===== src/rtl/alu_seq_multiplier_pkg.sv =====
// Shared ALU definitions: operand width, multiplier FSM encodings and iteration count.
// Imported by the sequential multiplier and its adder.
package alu_seq_multiplier_pkg;

   localparam int WIDTH     = 32;
   localparam int MUL_ITERS = WIDTH;

   typedef enum logic [1:0] {
      S_IDLE = 2'd0,
      S_RUN  = 2'd1,
      S_FIX  = 2'd2,
      S_DONE = 2'd3
   } mulState_t;

endpackage


===== src/rtl/alu_seq_multiplier_add.sv =====
// Plain N-bit adder with carry-in; the multiplier instantiates it once at WIDTH+1 bits for the
// accumulate step and once at 2*WIDTH bits for the final two's-complement negation.
module AluAdd33 #(
   parameter int N = 33
)(
   input  logic [N-1:0] a,
   input  logic [N-1:0] b,
   input  logic         cin,
   output logic [N-1:0] sum
);

   assign sum = a + b + N'(cin);

endmodule


===== src/rtl/alu_seq_multiplier.sv =====
// Radix-2 shift-add 32x32 multiplier with a start/busy/done handshake. Signed products are
// formed from operand magnitudes and a sign flag that negates the 64-bit result in FIX.
module alu_seq_multiplier #(
   parameter int WIDTH = 32,
   parameter int CNT_W = 6
)(
   input  logic             clk,
   input  logic             rst,
   input  logic             start,
   input  logic             is_signed,
   input  logic [WIDTH-1:0] a,
   input  logic [WIDTH-1:0] b,
   output logic             busy,
   output logic             done,
   output logic [WIDTH-1:0] lo,
   output logic [WIDTH-1:0] hi
);

   import alu_seq_multiplier_pkg::*;

   localparam int PW = 2 * WIDTH;

   mulState_t        state;
   mulState_t        stateNext;
   logic [WIDTH-1:0] mcand;
   logic [WIDTH-1:0] mplier;
   logic [PW-1:0]    accum;
   logic             negFlag;
   logic [CNT_W-1:0] iterCnt;

   logic [WIDTH-1:0] absA;
   logic [WIDTH-1:0] absB;
   logic [WIDTH-1:0] addend;
   logic [WIDTH:0]   stepSum;
   logic [PW-1:0]    negAccum;
   logic [PW-1:0]    fixedAccum;
   logic             lastIter;

   // 0x8000_0000 maps onto itself, which is exactly its unsigned magnitude
   assign absA   = (is_signed && a[WIDTH-1]) ? (~a + WIDTH'(1)) : a;
   assign absB   = (is_signed && b[WIDTH-1]) ? (~b + WIDTH'(1)) : b;
   assign addend = mplier[0] ? mcand : '0;
   assign lastIter   = (iterCnt == CNT_W'(WIDTH - 1));
   assign fixedAccum = negFlag ? negAccum : accum;

   AluAdd33 #(.N(WIDTH + 1)) stepAdder (
      .a   ({1'b0, accum[PW-1:WIDTH]}),
      .b   ({1'b0, addend}),
      .cin (1'b0),
      .sum (stepSum)
   );

   AluAdd33 #(.N(PW)) negAdder (
      .a   (~accum),
      .b   ('0),
      .cin (1'b1),
      .sum (negAccum)
   );

   // State register; reset wins over everything else
   always_ff @(posedge clk) begin
      if (rst) begin
         state <= S_IDLE;
      end else begin
         state <= stateNext;
      end
   end

   // Next-state logic; start is only honoured when no multiply is in flight
   always_comb begin
      stateNext = state;
      case (state)
         S_IDLE:  if (start) stateNext = S_RUN;
         S_RUN:   if (lastIter) stateNext = S_FIX;
         S_FIX:   stateNext = S_DONE;
         S_DONE:  stateNext = start ? S_RUN : S_IDLE;
         default: stateNext = S_IDLE;
      endcase
   end

   // Datapath and registered handshake outputs; busy/done are derived from the state being entered
   always_ff @(posedge clk) begin
      if (rst) begin
         mcand   <= '0;
         mplier  <= '0;
         accum   <= '0;
         negFlag <= 1'b0;
         iterCnt <= '0;
         busy    <= 1'b0;
         done    <= 1'b0;
         lo      <= '0;
         hi      <= '0;
      end else begin
         busy <= (stateNext == S_RUN) || (stateNext == S_FIX);
         done <= (stateNext == S_DONE);
         case (state)
            S_IDLE, S_DONE: begin
               if (start) begin
                  mcand   <= absA;
                  mplier  <= absB;
                  negFlag <= is_signed & (a[WIDTH-1] ^ b[WIDTH-1]);
                  accum   <= '0;
                  iterCnt <= '0;
               end
            end
            S_RUN: begin
               accum   <= {stepSum, accum[WIDTH-1:1]};
               mplier  <= mplier >> 1;
               iterCnt <= iterCnt + CNT_W'(1);
            end
            S_FIX: begin
               accum <= fixedAccum;
               lo    <= fixedAccum[WIDTH-1:0];
               hi    <= fixedAccum[PW-1:WIDTH];
            end
            default: ;
         endcase
      end
   end

endmodule

===== config.mk =====
export PLATFORM = sky130hd
export DESIGN_NAME = alu_seq_multiplier
export DESIGN_NICKNAME = d
export VERILOG_FILES = /design/src/rtl/alu_seq_multiplier_pkg.sv /design/src/rtl/alu_seq_multiplier_add.sv /design/src/rtl/alu_seq_multiplier.sv
export SDC_FILE = /design/constraint.sdc
export NUM_CORES = 1
export LEC_CHECK = 0
export BUFFER_PORTS_ARGS = -buffer_cell sky130_fd_sc_hd__clkbuf_2
export CAP_MARGIN = 5
export CORE_MARGIN = 1.5
export CORE_UTILIZATION = 40
export DETAILED_ROUTE_END_ITERATION = 10
export GPL_TIMING_DRIVEN = 0
export SYNTH_ARGS = -nofsm -noshare
export SYNTH_HDL_FRONTEND = slang
export SYNTH_SLANG_ARGS = --single-unit

===== constraint.sdc =====
create_clock -name clk -period 3.09 [get_ports clk]
set_clock_uncertainty 0.2 [all_clocks]
set_input_delay 0.927 -clock clk [delete_from_list [all_inputs] [get_ports clk]]
set_output_delay 0.927 -clock clk [all_outputs]
set_load 0.01 [all_outputs]

==> impl_metrics.env <==
export IMPL_p_per_area_nw_per_um2=453.2
export IMPL_fin_cells=2222
export IMPL_slew_viol_final=0
export IMPL_dp_final_hpwl_um=33060
export IMPL_die_area_um2=32480
export IMPL_vias=12840
export IMPL_cts_hold_buf=0
export IMPL_leakagePower_nw=6.054
export IMPL_grtUsageMet3=0.05032
export IMPL_drive_gt1_frac=0.1972
export IMPL_synth_simple_gate_area_frac=0.2227
export IMPL_ys_ff_latch=203
export IMPL_area_delta_synth_final_pct=24.67
export IMPL_worstSetupPathType="flop to flop"
export IMPL_met1_usage=0.3649
export IMPL_postRouteAntennaNets=0
export IMPL_synth_area_mux_share=0.01125
export IMPL_async_reset_ff_frac=0
export IMPL_cts_sinks=203
export IMPL_dp_cells=2148
export IMPL_synth_compound_area_frac=0.2581
export IMPL_crit_fanout=6
export IMPL_cts_buffer_depth=3
export IMPL_grt_pass1_wl_um=68170
export IMPL_yosys_area_share_xor_xnor=0.1004
export IMPL_n_fill_cell=3074
export IMPL_finalWorstSetupSlack_ps=-104.4
export IMPL_fin_nets=1918
export IMPL_grtUsageTotal=0.2633
export IMPL_numCtsBuffers=25
export IMPL_cts_root_buf="clkbuf_16"
export IMPL_htree_levels=1
export IMPL_avgSynthCellArea_um2=7.761
export IMPL_fin_crit_sh=1.034
export IMPL_core_um2=30750
export IMPL_synth_edf_count=0
export IMPL_use_met2=0.4132
export IMPL_relSlewSlack=0.3118
export IMPL_hold_ws_ps=245.3
export IMPL_via_per_inst=5.778
export IMPL_status="complete, but fails checks"
export IMPL_cap_violations=0
export IMPL_start_kind="flop"
export IMPL_dieWidth_um=180.2
export IMPL_synth_adder_area_share=0.04242
export IMPL_synth_cells=1619
export IMPL_cts_reportedPaths_clkPinSlew_ps=60
export IMPL_final_util=0.5094
export IMPL_insertion_delay_ps=540
export IMPL_cp_arrival_ps=3380
export IMPL_syn_nets=1729
export IMPL_fmaxAchievable_mhz=313.1
export IMPL_hold_path_class="flop to flop"
export IMPL_multi_input_area_um2=8813
export IMPL_crit_path_end_kind="flop"
export IMPL_drc_errors=11
export IMPL_busiest_layer="met2"
export IMPL_num_antenna_cells=0
export IMPL_synthFlopType="dfxtp_1"
export IMPL_synth_distinct_cells=76
export IMPL_finalSetupViolCount=7
export IMPL_ioPinCount=134
export IMPL_drt_first_pass_iters=11
export IMPL_first_global_vias=12000
export IMPL_syn_area_um2=12560
export IMPL_rsz0062_at_grt="yes"
export IMPL_drtIter0Drc=981
export IMPL_cts_tree="built"
export IMPL_start_util=0.4086
export IMPL_port_buffers=133
export IMPL_grt_max_degree=13
export IMPL_fp_row_count=64
export IMPL_synth_seq_area_share=0.3234
export IMPL_synth_top_family_by_area="compound AO/OA/AOI/OAI gates"
export IMPL_cp_required_ps=3270
export IMPL_die_y_um=180.2
export IMPL_post_dp_cell_area_um2=13770
export IMPL_seq_area_um2=4070
export IMPL_gp_congestion=0.9523
export IMPL_antenna_found_initial=0
export IMPL_wl_per_cell_um=20.00
export IMPL_failed_checks="DRC, setup timing"
export IMPL_hold_viol=0
export IMPL_reg2reg_slack_ps=-100
export IMPL_ir_drop_mv=0.3504
export IMPL_yosys_warnings=0
export IMPL_fin_crit_ps=3194
export IMPL_grt_ovfl_total=0
export IMPL_tightest_slew_ps=1032
export IMPL_design_area_um2=15660
export IMPL_routed_wl_um=44450
[final cells by class]
cell class                 instances  share of cell area
buffer                           105             0.02764
clock inverter                     5            0.002157
clock buffer                      40             0.04865
timing repair buffer             170             0.06167
sequential                       203              0.2598
tap                              396             0.03163
inverter                          24            0.005751
multi-input combinational       1279              0.5627
[per-layer routing]
metal / wire [µm] / vias up
met5: 0 / -
met4: 1178 / 0
met3: 3647 / 77
met2: 19510 / 524
met1: 20110 / 5994
li1: - / 6243
[metrics by stage]
stage / total power, mW / TNS (ps) / setup slack (ps)
after floorplan: 3.662 / -691.4 / -216.7
after global placement: 4.081 / -30410 / -886.1
after detailed placement: 4.096 / -33660 / -918.7
after CTS: 7.015 / -466.2 / -151.1
after global routing: 7.377 / -1525 / -212.8
final: 7.099 / -417.5 / -104.4
[worst max-delay path, stage by stage, from the launching register on]
cell and delay, ps:
dfxtp_4 390, buf_8 110, and2_4 160, ha_4 140
inv_2 40, fa_2 410, nor2b_4 160, o2111ai_4 180
buf_6 160, a311oi_2 260, a311oi_2 110, o31ai_2 330
o21bai_1 120, xor2_1 160, o22ai_1 90
[registers in the layout (all words and copies together) (netlist names)]
signal   cells
accum       64
hi          32
lo          32
mcand       32
mplier      32
iterCnt      6
state        2
busy         1
done         1
negFlag      1
[cells by family after synthesis]
family / after synthesis
AO/OA/AOI/OAI: 502
XOR/XNOR: 144
adder cells (fa/ha/maj): 42
buffers and inverters: 137
flip-flops: 203
multiplexers: 14
AND/OR/NAND/NOR: 577
[cell usage after synthesis (24+ instances only)]
master | n | area [µm²]
and2_1 | 38 | 237.7
o31ai_1 | 33 | 247.7
o21ai_0 | 104 | 520.5
inv_1 | 24 | 90.09
clkbuf_1 | 105 | 394.1
xnor2_1 | 72 | 630.6
nor2_1 | 161 | 604.3
a211oi_1 | 70 | 525.5
a21oi_1 | 143 | 715.7
xor2_1 | 72 | 630.6
ha_1 | 41 | 513.0
nor3_1 | 35 | 175.2
a21o_1 | 25 | 187.7
nand2_1 | 191 | 716.9
dfxtp_1 | 203 | 4064
[report_power, final]
| group | total [mW] | leakage (nW) | internal (mW) | switching [mW] |
|---|---|---|---|---|
| sequential | 2.84 | 1.65 | 2.73 | 0.104 |
| combinational | 1.39 | 4.02 | 0.502 | 0.891 |
| clock | 2.87 | 0.387 | 1.68 | 1.19 |
| total | 7.10 | 6.05 | 4.92 | 2.18 |
[worst paths after layout]
| check | to | cells after the start | start |
|---|---|---|---|
| worst max-delay path | accum[55] | 14 | mplier[0] |
| worst min-delay path | mplier[30] | 2 | mplier[30] |
| worst max register to register | accum[55] | 14 | mplier[0] |
| worst min register to register | mplier[30] | 2 | mplier[30] |
[placed cells by master, fill, tap and decap left out, types with 16 or more instances in the layout]
master	instances
inv_1	22
or3_1	21
o21ai_0	88
a211oi_1	65
clkbuf_2	140
and2_1	34
xor2_1	70
o31ai_1	26
nor3_1	29
nor2_1	158
a22oi_1	16
a21oi_1	132
dfxtp_1	200
nand2_1	188
clkbuf_16	25
ha_1	25
buf_4	36
xnor2_1	68
clkbuf_1	94
a21o_1	25
[timing repair]
item                       CTS  global route
setup endpoints to repair   77            87
pin swaps                   29            49
buffers inserted            13            25
resized for setup           95            90
hold endpoints to repair     0             0
No activity file was read; power rests on OpenSTA's default activity.
